===== src/rtl/seven_seg_capture.sv =====
// seven_seg_capture: receive side of the multiplexed seven-segment bus.
// Waits for each {anode, segment} pattern to be stable for STABLE_CYCLES
// samples, then decodes the pattern back to a hex digit. Digits are
// assembled into a NUM_DIGITS frame.
// Optional feature: define SEVSEG_CAP_ERRCNT_EN to build the saturating
// 8-bit error counter on err_count. When it is undefined, err_count is tied to 0.
module seven_seg_capture #(
    parameter int NUM_DIGITS    = 4,
    parameter int STABLE_CYCLES = 4,
    parameter int CNT_W         = 8
) (
    input  logic                    clk,
    input  logic                    rst_n,
    input  logic [NUM_DIGITS-1:0]   an_in,
    input  logic [6:0]              seg_in,
    input  logic                    clear,
    output logic [4*NUM_DIGITS-1:0] digits_out,
    output logic [NUM_DIGITS-1:0]   digit_err,
    output logic                    frame_valid,
    output logic                    frame_pulse,
    output logic [7:0]              err_count
);

    typedef enum logic [1:0] {IDLE, COLLECT, FRAME} state_t;

    localparam logic [CNT_W-1:0] CNT_FULL = CNT_W'(STABLE_CYCLES);

    // Segment lines are active-low, bit6=a .. bit0=g. Result is {invalid, value}.
    function automatic logic [4:0] seg_decode(input logic [6:0] s);
        logic [4:0] r;
        case (s)
            7'b0000001: r = 5'h00;
            7'b1001111: r = 5'h01;
            7'b0010010: r = 5'h02;
            7'b0000110: r = 5'h03;
            7'b1001100: r = 5'h04;
            7'b0100100: r = 5'h05;
            7'b0100000: r = 5'h06;
            7'b0001111: r = 5'h07;
            7'b0000000: r = 5'h08;
            7'b0000100: r = 5'h09;
            7'b0001000: r = 5'h0A;
            7'b1100000: r = 5'h0B;
            7'b0110001: r = 5'h0C;
            7'b1000010: r = 5'h0D;
            7'b0110000: r = 5'h0E;
            7'b0111000: r = 5'h0F;
            default:    r = 5'h10;
        endcase
        return r;
    endfunction

    // Stage 0: sample register and stability tracking
    logic [NUM_DIGITS-1:0] an_p0;
    logic [6:0]            seg_p0;
    logic [CNT_W-1:0]      cnt_p0;
    logic                  captured_p0;

    logic [NUM_DIGITS-1:0] sel_p0;
    logic                  one_low_p0;
    logic                  win_p0;
    logic                  cap_p0;
    logic [4:0]            dec_p0;

    // Any change on the bus restarts the stability window. A window is
    // consumed once whether or not it produced a capture.
    always_ff @(posedge clk or negedge rst_n) begin
        if (!rst_n) begin
            an_p0       <= '1;
            seg_p0      <= '1;
            cnt_p0      <= '0;
            captured_p0 <= 1'b0;
        end else if ({an_in, seg_in} != {an_p0, seg_p0}) begin
            an_p0       <= an_in;
            seg_p0      <= seg_in;
            cnt_p0      <= CNT_W'(1);
            captured_p0 <= 1'b0;
        end else begin
            if (cnt_p0 != CNT_FULL)
                cnt_p0 <= cnt_p0 + CNT_W'(1);
            if (win_p0)
                captured_p0 <= 1'b1;
        end
    end

    assign sel_p0     = ~an_p0;
    assign one_low_p0 = ($countones(sel_p0) == 1);
    assign win_p0     = (cnt_p0 == CNT_FULL) && !captured_p0;
    assign cap_p0     = win_p0 && one_low_p0;
    assign dec_p0     = seg_decode(seg_p0);

    // Stage 1: digit store, seen mask and frame FSM
    state_t                  state_p1, state_n;
    logic [NUM_DIGITS-1:0]   seen_p1, seen_n;
    logic [4*NUM_DIGITS-1:0] digits_p1, digits_n;
    logic [NUM_DIGITS-1:0]   derr_p1, derr_n;
    logic                    fvalid_p1, fvalid_n;

    // Next-state: clear wins; the FRAME cycle restarts the mask and a capture
    // landing in the same cycle goes into the fresh mask.
    always_comb begin
        state_n  = state_p1;
        seen_n   = seen_p1;
        digits_n = digits_p1;
        derr_n   = derr_p1;
        fvalid_n = fvalid_p1;
        if (clear) begin
            state_n  = IDLE;
            seen_n   = '0;
            digits_n = '0;
            derr_n   = '0;
            fvalid_n = 1'b0;
        end else begin
            if (state_p1 == FRAME) begin
                fvalid_n = 1'b1;
                seen_n   = '0;
                state_n  = COLLECT;
            end
            if (cap_p0) begin
                for (int i = 0; i < NUM_DIGITS; i++) begin
                    if (sel_p0[i]) begin
                        digits_n[4*i +: 4] = dec_p0[3:0];
                        derr_n[i]          = dec_p0[4];
                    end
                end
                seen_n  = seen_n | sel_p0;
                state_n = (&seen_n) ? FRAME : COLLECT;
            end
        end
    end

    // State and capture registers.
    always_ff @(posedge clk or negedge rst_n) begin
        if (!rst_n) begin
            state_p1  <= IDLE;
            seen_p1   <= '0;
            digits_p1 <= '0;
            derr_p1   <= '0;
            fvalid_p1 <= 1'b0;
        end else begin
            state_p1  <= state_n;
            seen_p1   <= seen_n;
            digits_p1 <= digits_n;
            derr_p1   <= derr_n;
            fvalid_p1 <= fvalid_n;
        end
    end

    assign digits_out  = digits_p1;
    assign digit_err   = derr_p1;
    assign frame_valid = fvalid_p1;
    assign frame_pulse = (state_p1 == FRAME);

`ifdef SEVSEG_CAP_ERRCNT_EN
    function automatic logic [7:0] sat_inc8(input logic [7:0] v);
        return (v == 8'hFF) ? v : v + 8'd1;
    endfunction

    logic       multi_low_p0;
    logic [7:0] ec_p1, ec_n;

    assign multi_low_p0 = ($countones(sel_p0) > 1);

    // Count invalid captures and stable windows with several anodes low.
    always_comb begin
        ec_n = ec_p1;
        if (clear)
            ec_n = 8'd0;
        else if ((cap_p0 && dec_p0[4]) || (win_p0 && multi_low_p0))
            ec_n = sat_inc8(ec_p1);
    end

    // Error counter register.
    always_ff @(posedge clk or negedge rst_n) begin
        if (!rst_n)
            ec_p1 <= 8'd0;
        else
            ec_p1 <= ec_n;
    end

    assign err_count = ec_p1;
`else
    assign err_count = 8'd0;
`endif

endmodule


===== config.mk =====
export PLATFORM = sky130hd
export DESIGN_NAME = seven_seg_capture
export DESIGN_NICKNAME = d
export VERILOG_FILES = /design/src/rtl/seven_seg_capture.sv
export SDC_FILE = /design/constraint.sdc
export NUM_CORES = 1
export LEC_CHECK = 0
export ABC_AREA = 1
export BUFFER_PORTS_ARGS = -buffer_cell sky130_fd_sc_hd__buf_2
export CAP_MARGIN = 20
export CORE_ASPECT_RATIO = 1.2
export CORE_MARGIN = 4
export CORE_UTILIZATION = 51
export CTS_CLUSTER_SIZE = 40
export DETAILED_ROUTE_END_ITERATION = 10
export GPL_TIMING_DRIVEN = 0
export MAX_ROUTING_LAYER = met4
export PLACE_DENSITY = 0.86
export SLEW_MARGIN = 20
export SYNTH_ARGS = -nofsm -noshare
export SYNTH_HDL_FRONTEND = slang
export SYNTH_SLANG_ARGS = --single-unit

===== constraint.sdc =====
create_clock -name clk -period 5.5 [get_ports clk]
set_clock_uncertainty 0.1 [all_clocks]
set_input_delay 0.825 -clock clk [delete_from_list [all_inputs] [get_ports clk]]
set_output_delay 0.825 -clock clk [all_outputs]
set_load 0.005 [all_outputs]

==> impl_results.md, run 1 <==
- Root cell of the clock tree: sky130_fd_sc_hd__clkbuf_8
- Busiest layer in global routing: met2
- Die height: about 85 um
- Critical setup path kind: flip-flop to flip-flop
- Period Utilization, post-route: around half
- Predominant post-synthesis flop cell: sky130_fd_sc_hd__dfrtp_1
- Share of power burned in the clock network: between 40% and 50%
- Mapped cell area: about 0.0025 sq mm
- Count of endpoints failing setup in the final report: 0
- Achievable clock frequency: 370 MHz
- Sink count of the clock tree: 47
- Number of vias per cell: roughly 5.0
- Reported max-cap violation count: 0
- Switching share of power: approximately a quarter
- Cell leakage power: between 1.5 and 2 nW
- Endpoints failing hold: 0
- Number of cell rows: 27
- Reg clk slew, reported paths: about 0.09 ns
- Startpoint class of the critical path: flip-flop
- Post-route setup slack: between 2 and 3 ns
- Worst-path maximum fanout: 6
- Tightest Pin Transition: just under 0.6 ns
- DRC violation count after routing: 0
- Vias after detailed routing: 2,162
- Minimum setup slack after placement: ~2.8 ns
- Maximum single-stage delay on the critical path: around 0.58 ns
- Global route total overflow: 0
- Flip-flop and latch count after synthesis: 47
- Time the worst path needs with I/O delays and setup: around 2.7 ns
- Top delay family on crit path: simple AND/OR/NAND/NOR gates
- Multi-input gate area: approximately 0.0011 sq mm
- Post-CTS Setup Repair Bufs: 0
- CP cell instances: fa_1 -> inv_1 -> ha_1 -> ha_1 -> inv_1 -> nand2_1 -> nor3_4 -> nand3_1 -> nand2_1 -> inv_1 -> nand2_1 -> o21ai_1
- Kind of end point of the critical path: flip-flop
- Antenna violations before repair: 0
- Detailed Route WL: around 5200 um
- Highest-count cells in the layout ignoring fill and taps: sky130_fd_sc_hd__nand2_1, sky130_fd_sc_hd__nor2_1, sky130_fd_sc_hd__buf_2, sky130_fd_sc_hd__dfrtp_1, sky130_fd_sc_hd__inv_1
- Comb power frac: a little over a tenth
- Level count of the clock H-tree: 2
- Pin count of the biggest net entering global routing: 48
- Met3 track utilization from global routing: ~4%
- CP required: about 5.6 ns
- CTS tree: built
- Via count of the first global-routing pass: approximately 2,100
- Core area: around 0.0047 sq mm
- Max stage delay cell, worst path: sky130_fd_sc_hd__dfstp_2
- Relative max-transition margin: 61.1%
- Routed length per placed instance: around 12 um
- Count of hold-fix buffers inserted at cts: 0
- Type of the tightest min-delay check: flip-flop to flip-flop
- Number of filler instances in the final layout: between 300 and 400
- Met2 demand-to-capacity share in global routing: around a third
- Yosys warning count: 0
- Clk buf depth: 2
- Part of the power in registers: around 49%
- Cell count after synthesis: roughly 320
- Total track usage: between 15 and 20%
- Drt first pass iters: 4
- DIE AREA: a little over 0.006 sq mm
- Status: complete, no violations
- EDFF count, synth: 0
- Fraction of final layout cells sized beyond drive strength 1: 25.3%
- Commonest non-fill, non-tap cell in the layout: sky130_fd_sc_hd__nand2_1
- Die X-Extent: about 73 um
- Number of cells upsized or downsized after cts: 0
- Last weighted congestion value of the routability-driven placer: approximately 0.86
- Number of unique standard cell types used by synthesis: 31
- Setup repair after global routing missed its margin: false
- Count of antenna diodes in the layout: 0
- Estimated wirelength of the detail-placed design: around 3800 um
- Post-Synthesis Mean Instance Area: 7.91 sq um
- Register cell area after layout: between 0.001 and 0.0015 sq mm
- Starting density of the core: 54.2%
- Area delta synth->final: 16.2%
- Clock network latency to the later pin of the worst-skew pair: roughly 0.3 ns
- Cts bufs inserted: 5
- PwrDens: between 200 and 300 mW/mm^2
- Worst endpoint data arrival time: roughly 2.8 ns
- Aggregate negative setup slack: 0 ns
- Internal cell power: roughly 0.00057 W
- Number of top-level pins: 44
- Net count, final: between 300 and 400
- Buffers & Inverters on Critical Path: 3
- Sequential-to-total area share from yosys stat: a little under half
- Iter 0 DRT Violations: ~150
- Global-route wire length before repair: approximately 9000 um
- Number of pins exceeding their max-slew limit in the final report: 0
- Port Buf Inserts: 35
- Switching Power: between 0.00015 and 0.0002 W
- Antenna viol nets, final: 0
- Met1 Use GR: around a fifth
- IR Drop Worst-Case VDD: roughly 0.17 mV
- Proportion of synthesized flip-flops having asynchronous set or reset: between 90% and 100%
[logic make-up after synthesis]
logic type / count (synthesis) / share of synthesized area, %
other: 1 / 0.147
AND/OR/NAND/NOR: 177 / 31.7
flip-flops: 47 / 46.7
buffers and inverters: 59 / 10.1
AO/OA/AOI/OAI: 22 / 4.81
XOR/XNOR: 11 / 3.78
adder cells (fa/ha/maj): 5 / 2.75
[power by group through the flow]
stage	Clock, W	Sequential (W)	Combinational, W
6_report	0.000303	0.000369	0.0000802
4_1_cts	0.000304	0.000369	0.0000807
3_3_place_gp	0	0.000375	0.0000768
2_1_floorplan	0	0.000374	0.0000498
5_1_grt	0.000322	0.000371	0.0000914
3_5_place_dp	0	0.000375	0.0000803
[path summary, 6_finish.rpt]
check / startpoint / to / slack (ns) / cells after the start
max: an_p0[1]$_DFFE_PN1N_ / digits_out[15]$_DFFE_PN0P_ / 2.80 / 12
min: digits_out[12]$_DFFE_PN0P_ / digits_out[12]$_DFFE_PN0P_ / 0.38 / 2
max reg2reg: an_p0[1]$_DFFE_PN1N_ / digits_out[15]$_DFFE_PN0P_ / 2.80 / 12
min reg2reg: digits_out[12]$_DFFE_PN0P_ / digits_out[12]$_DFFE_PN0P_ / 0.38 / 2
max in group asynchronous: rst_n / captured_p0$_DFFE_PN0P_ / 4.48 / 1
min in group asynchronous: rst_n / digits_out[7]$_DFFE_PN0P_ / 0.41 / 1
[worst register-to-register path: cells and delay by family (launching register included)]
family	cells	cell delay, ns
compound gates	1	0.05
buf+inv	3	0.25
fa+ha+maj	3	0.80
simple gates	5	0.80
flops	1	0.58
[metal layers]
layer | wire (um) | part of all wire [%] | vias to the layer above
li1 | - | - | 1082
met3 | 304 | 5.8 | 11
met2 | 2630 | 51 | 70
met5 | 0 | 0 | -
met4 | 85 | 1.6 | 0
met1 | 2180 | 42 | 999
[cell type report]
class,instances,area share (%)
Sequential cell,47,40.2
Multi-Input combinational cell,223,38.0
Timing Repair Buffer,35,6.00
Inverter,37,4.69
Buffer,22,4.02
Tap cell,58,2.45
Clock buffer,5,2.32
Clock inverter,3,2.28
[state kept, by name, indices dropped and copies added (netlist names)]
register     flops
an_p0            4
captured_p0      1
cnt_p0           8
digit_err        4
digits_out      16
frame_valid      1
seen_p1          4
seg_p0           7
state_p1         2
[synthesized netlist by cell type, types with 3 or more instances]
| cell type | instances | area (sq um) |
|---|---|---|
| sky130_fd_sc_hd__nand2_2 | 6 | 37.5 |
| sky130_fd_sc_hd__nand3_2 | 3 | 30.0 |
| sky130_fd_sc_hd__clkbuf_1 | 11 | 41.3 |
| sky130_fd_sc_hd__nor2_1 | 37 | 139 |
| sky130_fd_sc_hd__a21oi_1 | 5 | 25.0 |
| sky130_fd_sc_hd__buf_4 | 9 | 67.6 |
| sky130_fd_sc_hd__ha_1 | 4 | 50.1 |
| sky130_fd_sc_hd__xor2_1 | 5 | 43.8 |
| sky130_fd_sc_hd__inv_2 | 7 | 26.3 |
| sky130_fd_sc_hd__xnor2_1 | 6 | 52.6 |
| sky130_fd_sc_hd__nand4_1 | 9 | 56.3 |
| sky130_fd_sc_hd__o21ai_1 | 5 | 25.0 |
| sky130_fd_sc_hd__nor2_2 | 7 | 43.8 |
| sky130_fd_sc_hd__dfstp_2 | 11 | 289 |
| sky130_fd_sc_hd__dfrtp_1 | 36 | 901 |
| sky130_fd_sc_hd__nand3_1 | 26 | 130 |
| sky130_fd_sc_hd__o21ai_0 | 8 | 40.0 |
| sky130_fd_sc_hd__nand2_1 | 81 | 304 |
| sky130_fd_sc_hd__inv_1 | 30 | 113 |
[stage by stage]
| stage | util (%) | hold slack (ns) | std cells | cell area, sq um | total power, W |
|---|---|---|---|---|---|
| finish | 63.0 | 0.382 | 430 | 2960 | 0.000752 |
| global route | 63.0 | 0.397 | 430 | 2960 | 0.000784 |
| CTS | 63.0 | 0.385 | 430 | 2960 | 0.000754 |
| detailed placement | 60.1 | 0.361 | 422 | 2820 | 0.000455 |
| global placement | 60.1 | 0.358 | 422 | 2820 | 0.000451 |
| floorplan | - | 0.372 | 329 | 2570 | 0.000424 |
Power figures use the tool's default switching activity.
==> run 2: changes to the inputs <==
ABC_AREA = 0   (was 1)
CORE_UTILIZATION = 50   (was 51)
PLACE_DENSITY = 0.87   (was 0.86)
clock period = 2.3 ns   (was 5.5 ns; I/O delays follow)
==> impl_results.md, run 2 <==
- Status: finished, violations left
- Violated checks: negative setup slack
- Fraction of post-synthesis cell area in the top cell type by area: roughly a third
- Synth top cells by count: sky130_fd_sc_hd__dfrtp_1, sky130_fd_sc_hd__nand2_1, sky130_fd_sc_hd__nor2_1, sky130_fd_sc_hd__a21oi_1
- Worst-case reg-to-reg path depth: 10
- Starting density of the core: roughly 52%
- Clk buf depth: 2
- Startpoint class of the critical path: flip-flop
- Total track usage: around a fifth
- Port Buf Inserts: 34
- Total power of the final layout: 0.00154 W
- Reported max-cap violation count: 0
- Net count, final: ~350
- Worst Hold Margin: roughly 0.14 ns
- Core area: between 0.004 and 0.005 sq mm
- Detailed Route WL: a little under 6000 um
- Commonest non-fill, non-tap cell in the layout: sky130_fd_sc_hd__buf_2
- Proportion of synthesized flip-flops having asynchronous set or reset: 100%
- Count of endpoints failing setup in the final report: 26
- Predominant post-synthesis flop cell: sky130_fd_sc_hd__dfrtp_1
- Last weighted congestion value of the routability-driven placer: 0.905
- Global route total overflow: 0
- Antenna viol nets, final: 0
- Most frequent cell after synthesis: sky130_fd_sc_hd__dfrtp_1
- Worst endpoint data arrival time: 2.99 ns
- DRC violation count after routing: 0
- CP required: 2.45 ns
- Fraction of final layout cells sized beyond drive strength 1: about two fifths
- CP cell instances: fa_1 -> inv_1 -> ha_2 -> ha_4 -> nor4b_4 -> buf_4 -> nand3_4 -> a221o_1 -> a221oi_2 -> o21ba_1
- Post-route setup slack: -0.544 ns
- Reg clk slew, reported paths: ~0.090 ns
- Maximum single-stage delay on the critical path: around 0.56 ns
- Number of pins exceeding their max-slew limit in the final report: 0
- Worst-path maximum fanout: 4
- Type of the tightest min-delay check: input port to flip-flop
- Antenna violations before repair: 0
- Met1 Use GR: a little over a quarter
- Multi-input gate area: about 0.0013 sq mm
- Clock network latency to the later pin of the worst-skew pair: 0.30 ns
- Final core utilization: between 60% and 70%
- Sequential-to-total area share from yosys stat: 46.1%
- Critical setup path kind: flip-flop to flip-flop
- Flip-flop and latch count after synthesis: 47
- Level count of the clock H-tree: 2
- Count of cells along the worst hold path: 2
- Highest-count cells in the layout ignoring fill and taps: sky130_fd_sc_hd__buf_2, sky130_fd_sc_hd__dfrtp_1, sky130_fd_sc_hd__buf_4, sky130_fd_sc_hd__nor2_1, sky130_fd_sc_hd__nand2_1
- Endpoints failing hold: 0
- Minimum setup slack after placement: -0.462 ns
- DIE AREA: 0.00639 sq mm
- Setup repair after global routing missed its margin: true
- Cell count after synthesis: 265
- IR Drop Worst-Case VDD: between 0.4 and 0.5 mV
- Routed length per placed instance: approximately 15 um
- Area delta synth->final: 23.5%
- Number of unique standard cell types used by synthesis: between 50 and 60
- Number of top-level pins: between 40 and 50
- Library cell occupying the most area in the post-synthesis netlist: sky130_fd_sc_hd__dfrtp_1
- Met3 track utilization from global routing: 2.90%
- Busiest layer in global routing: met2
- Die height: about 87 um
- Mapped cell area: around 0.0026 sq mm
- Aggregate negative setup slack: -9.35 ns
- Pin count of the biggest net entering global routing: 48
- Via count of the first global-routing pass: around 2,000
- Die X-Extent: approximately 74 um
- Cell leakage power: approximately 1.4 nW
- CTS tree: built
- Post-Synthesis Mean Instance Area: between 9 and 10 sq um
- Yosys warning count: 0
- Biggest area contributors in the synthesized netlist: sky130_fd_sc_hd__dfrtp_1, sky130_fd_sc_hd__dfstp_2, sky130_fd_sc_hd__xor2_1
- Largest register FFs: 16
- EDFF count, synth: 0
- Drt first pass iters: 4
- Kind of end point of the critical path: flip-flop
- Time the worst path needs with I/O delays and setup: about 2.8 ns
- Global-route wire length before repair: ~9900 um
- Number of cell rows: 28
- Cts bufs inserted: 5
- PwrDens: a little under 500 mW/mm^2
- Achievable clock frequency: 352 MHz
- Relative max-transition margin: between 50% and 60%
- Vias after detailed routing: approximately 2,100
- Register cell area after layout: approximately 0.0012 sq mm
- Sink count of the clock tree: 47
- Tightest Pin Transition: around 0.63 ns
- Number of filler instances in the final layout: around 400
- Iter 0 DRT Violations: 153
- Estimated wirelength of the detail-placed design: around 4000 um
- Number of vias per cell: ~5.5
- Max stage delay cell, worst path: sky130_fd_sc_hd__dfstp_2
- Period Utilization, post-route: 124%
- Count of antenna diodes in the layout: 0
- Met2 demand-to-capacity share in global routing: 32.2%
- Root cell of the clock tree: sky130_fd_sc_hd__clkbuf_8
[run 2: changes by cell type in the layout (fill, tap and decap cells not counted), sizes merged, moves of 5 or more]
cell,change
buf,+18
inv,-29
xnor2,-5
xor2,+12
nand4,-6
nand2,-60
nor2,-21
nand3,-15
a21oi,+15
a211oi,+6
[run 2: final cells by class]
class,count,area share [%]
buffer,29,5.10
clock buffer,6,2.27
clock inverter,2,0.392
inverter,8,0.941
multi-input combinational,186,42.2
sequential,47,37.3
tap,60,2.35
timing repair buffer,50,9.49
[run 2: cells by family (layout without fill, tap and decap cells)]
group | after synthesis | after routing | synth area share [%]
simple gates | 104 | 105 | 23.1
buf+inv | 40 | 95 | 7.89
fa+ha+maj | 5 | 5 | 2.71
other cells | 1 | 8 | 0.145
xor+xnor | 18 | 18 | 6.10
compound gates | 50 | 50 | 14.0
flops | 47 | 47 | 46.1
[run 2: worst paths after layout]
path | endpoint | slack (ns) | from
worst max-delay path | state_p1[1]$_DFFE_PN0P_ | -0.54 | an_p0[3]$_DFFE_PN1N_
worst min-delay path | an_p0[3]$_DFFE_PN1N_ | 0.14 | an_in[3]
worst max register to register | state_p1[1]$_DFFE_PN0P_ | -0.54 | an_p0[3]$_DFFE_PN1N_
worst min register to register | frame_valid$_DFFE_PN0P_ | 0.40 | frame_valid$_DFFE_PN0P_
max in group asynchronous | an_p0[2]$_DFFE_PN1N_ | 1.21 | rst_n
min in group asynchronous | digits_out[14]$_DFFE_PN0P_ | 0.48 | rst_n
[run 2: metal layers]
layer	wire (um)	share of wire, %
met1	2490	42
met2	2980	50
met5	0	0
met3	353	5.9
met4	146	2.4
[run 2: where the power goes]
group          switching, W  total [W]  internal (W)
clock              0.000269   0.000482      0.000213
sequential        0.0000113   0.000855      0.000844
combinational      0.000112   0.000198     0.0000859
total              0.000393    0.00154       0.00114
[run 2: per-stage QoR]
step,std cells,cell area (sq um)
2_1_floorplan,272,2630
3_3_place_gp,366,2870
3_5_place_dp,366,2870
4_1_cts,383,3120
5_1_grt,388,3190
6_report,388,3190
[run 2: worst max-delay path: cells and delay by family, from the launching register on]
kind | cells | cell delay [ns]
AO/OA/AOI/OAI | 3 | 0.81
AND/OR/NAND/NOR | 2 | 0.29
adder cells (fa/ha/maj) | 3 | 0.79
flip-flops | 1 | 0.56
buffers and inverters | 2 | 0.24
[run 2: what timing repair did]
item | in CTS | in global routing
resized for setup | 28 | 7
gates cloned | 1 | 0
hold buffers | 0 | 1
buffers inserted | 11 | 4
endpoints found under the hold margin | 0 | 26
setup endpoints to repair | 26 | 26
pin swaps | 27 | 13
==> run 3: changes to the inputs <==
CORE_ASPECT_RATIO = 0.9   (was 1.2)
CORE_MARGIN = 2   (was 4)
PLACE_DENSITY = 0.85   (was 0.87)
==> impl_results.md, run 3 (synthesis gave the netlist of run 2 again) <==
- Time the worst path needs with I/O delays and setup: 2.68 ns
- Clock network latency to the later pin of the worst-skew pair: 0.30 ns
- Startpoint class of the critical path: flip-flop
- Worst reg2reg endpoint: state_p1[0]$_DFFE_PN0P_
- Highest-count cells in the layout ignoring fill and taps: sky130_fd_sc_hd__buf_2, sky130_fd_sc_hd__dfrtp_1, sky130_fd_sc_hd__nand2_1, sky130_fd_sc_hd__nor2_1, sky130_fd_sc_hd__buf_4
- Count of cells along the worst hold path: 2
- Cts bufs inserted: 5
- Largest register FFs: 16
- CTS tree: built
- Tightest Pin Transition: a little under 0.6 ns
- Root cell of the clock tree: sky130_fd_sc_hd__clkbuf_8
- Estimated wirelength of the detail-placed design: approximately 3900 um
- Relative max-transition margin: ~62%
- Critical R2R Launch: an_p0[1]$_DFFE_PN1N_
- Kind of end point of the critical path: flip-flop
- Net count, final: 341
- Number of pins exceeding their max-slew limit in the final report: 0
- Post-route cell area: a little over 0.003 sq mm
- Busiest layer in global routing: met1
- Clk buf depth: 2
- Worst endpoint data arrival time: 2.75 ns
- Status: finished, violations left
- Die X-Extent: roughly 80 um
- DIE AREA: about 0.0058 sq mm
- Critical setup path kind: flip-flop to flip-flop
- Antenna violations before repair: 0
- Critical Path Source: an_p0[1]$_DFFE_PN1N_
- Post-route setup slack: -0.382 ns
- Die height: just over 70 um
- Starting density of the core: around 52%
- Total track usage: a little over a fifth
- Aggregate negative setup slack: -7.72 ns
- Crit path capture: state_p1[0]$_DFFE_PN0P_
- Area delta synth->final: 20.7%
- Met1 Use GR: 30.8%
- Routed length per placed instance: 14.6 um
- Pin count of the biggest net entering global routing: 48
- Detailed Route WL: about 5700 um
- Via count of the first global-routing pass: ~1,900
- Reg clk slew, reported paths: approximately 0.09 ns
- Global route total overflow: 0
- Sink count of the clock tree: 47
- Count of endpoints failing setup in the final report: 26
- Drt first pass iters: 4
- PwrDens: 503 mW/mm^2
- Setup repair after global routing missed its margin: true
- Commonest non-fill, non-tap cell in the layout: sky130_fd_sc_hd__buf_2
- Met3 track utilization from global routing: 4.48%
- Endpoints failing hold: 0
- Met2 demand-to-capacity share in global routing: ~30%
- Number of cell rows: 24
- Iter 0 DRT Violations: around 100
- Violated checks: negative setup slack
- Number of vias per cell: approximately 5.4
- Global-route wire length before repair: 9170 um
- Period Utilization, post-route: 117%
- Number of top-level pins: 44
- Type of the tightest min-delay check: input port to flip-flop
- Achievable clock frequency: 373 MHz
- Core area: slightly below 0.005 sq mm
- Vias after detailed routing: 2,083
- Worst-case reg-to-reg path depth: 9
- Antenna viol nets, final: 0
- IR Drop Worst-Case VDD: around 0.38 mV
- Fraction of final layout cells sized beyond drive strength 1: roughly a third
- DRC violation count after routing: 0
- Port Buf Inserts: 34
- Worst-path maximum fanout: 5
- Last weighted congestion value of the routability-driven placer: slightly below 1
- Worst-case register-to-register setup slack: -0.38 ns
- Count of antenna diodes in the layout: 0
- Cell leakage power: about 1.4 nW
- Level count of the clock H-tree: 2
- Placement-stage cell area: 0.00288 sq mm
- CP required: approximately 2.4 ns
- Reported max-cap violation count: 0
run 3: layout make-up:
| type | instances | area, sq um |
|---|---|---|
| Fill cell | 427 | 1810 |
| Multi-Input combinational cell | 185 | 1290 |
| Sequential cell | 47 | 1190 |
| Timing Repair Buffer | 46 | 273 |
| Buffer | 29 | 163 |
| Clock buffer | 7 | 86.3 |
| Tap cell | 65 | 81.3 |
| Inverter | 8 | 30.0 |
| Clock inverter | 1 | 8.76 |
run 3: timing repair:
action                     CTS  global route
setup endpoints to repair   26            26
pin swaps                   11             4
resized for setup           16             5
hold buffers                 0             1
hold endpoints to repair     0            36
setup buffers                8             3
cloned                       0             0
run 3: worst max-delay path: stages, from the launching register on:
cell	delay, ns
sky130_fd_sc_hd__dfstp_2	0.56
sky130_fd_sc_hd__fa_1	0.42
sky130_fd_sc_hd__inv_1	0.07
sky130_fd_sc_hd__ha_2	0.18
sky130_fd_sc_hd__ha_4	0.20
sky130_fd_sc_hd__nor4b_4	0.28
sky130_fd_sc_hd__nand3_4	0.14
sky130_fd_sc_hd__a221o_1	0.29
sky130_fd_sc_hd__a221oi_2	0.22
sky130_fd_sc_hd__a211oi_1	0.09
run 3: worst min-delay path by stage:
stage	startpoint	endpoint
final	seg_in[4]	seg_p0[4]$_DFFE_PN1N_
after floorplan	rst_n	captured_p0$_DFFE_PN0P_
after CTS	an_in[1]	an_p0[1]$_DFFE_PN1N_
after global routing	an_in[0]	an_p0[0]$_DFFE_PN1N_
after detailed placement	frame_valid$_DFFE_PN0P_	frame_valid$_DFFE_PN0P_
after global placement	frame_valid$_DFFE_PN0P_	frame_valid$_DFFE_PN0P_
run 3: routing by layer:
metal / wire, um / vias up / share of wire (%)
met2: 2540 / 70 / 45
met1: 2730 / 1002 / 48
met3: 351 / 7 / 6.2
li1: - / 1004 / -
met5: 0 / - / 0
met4: 57 / 0 / 1.0
run 3: stage by stage:
stage / setup slack [ns] / instances / power (W) / hold WS, ns / util [%]
2_1_floorplan: -0.286 / 272 / 0.000986 / -0.0506 / -
3_3_place_gp: -0.430 / 371 / 0.00104 / 0.376 / 58.5
3_5_place_dp: -0.468 / 371 / 0.00104 / 0.380 / 58.5
4_1_cts: -0.418 / 384 / 0.00158 / 0.123 / 62.2
5_1_grt: -0.492 / 388 / 0.00163 / 0.122 / 63.3
6_report: -0.382 / 388 / 0.00157 / 0.130 / 63.3
run 3: power breakdown:
part / total, W / internal (W) / switching (W)
combinational: 0.000188 / 0.0000804 / 0.000107
clock: 0.000525 / 0.000247 / 0.000279
sequential: 0.000855 / 0.000844 / 0.0000111
total: 0.00157 / 0.00117 / 0.000397
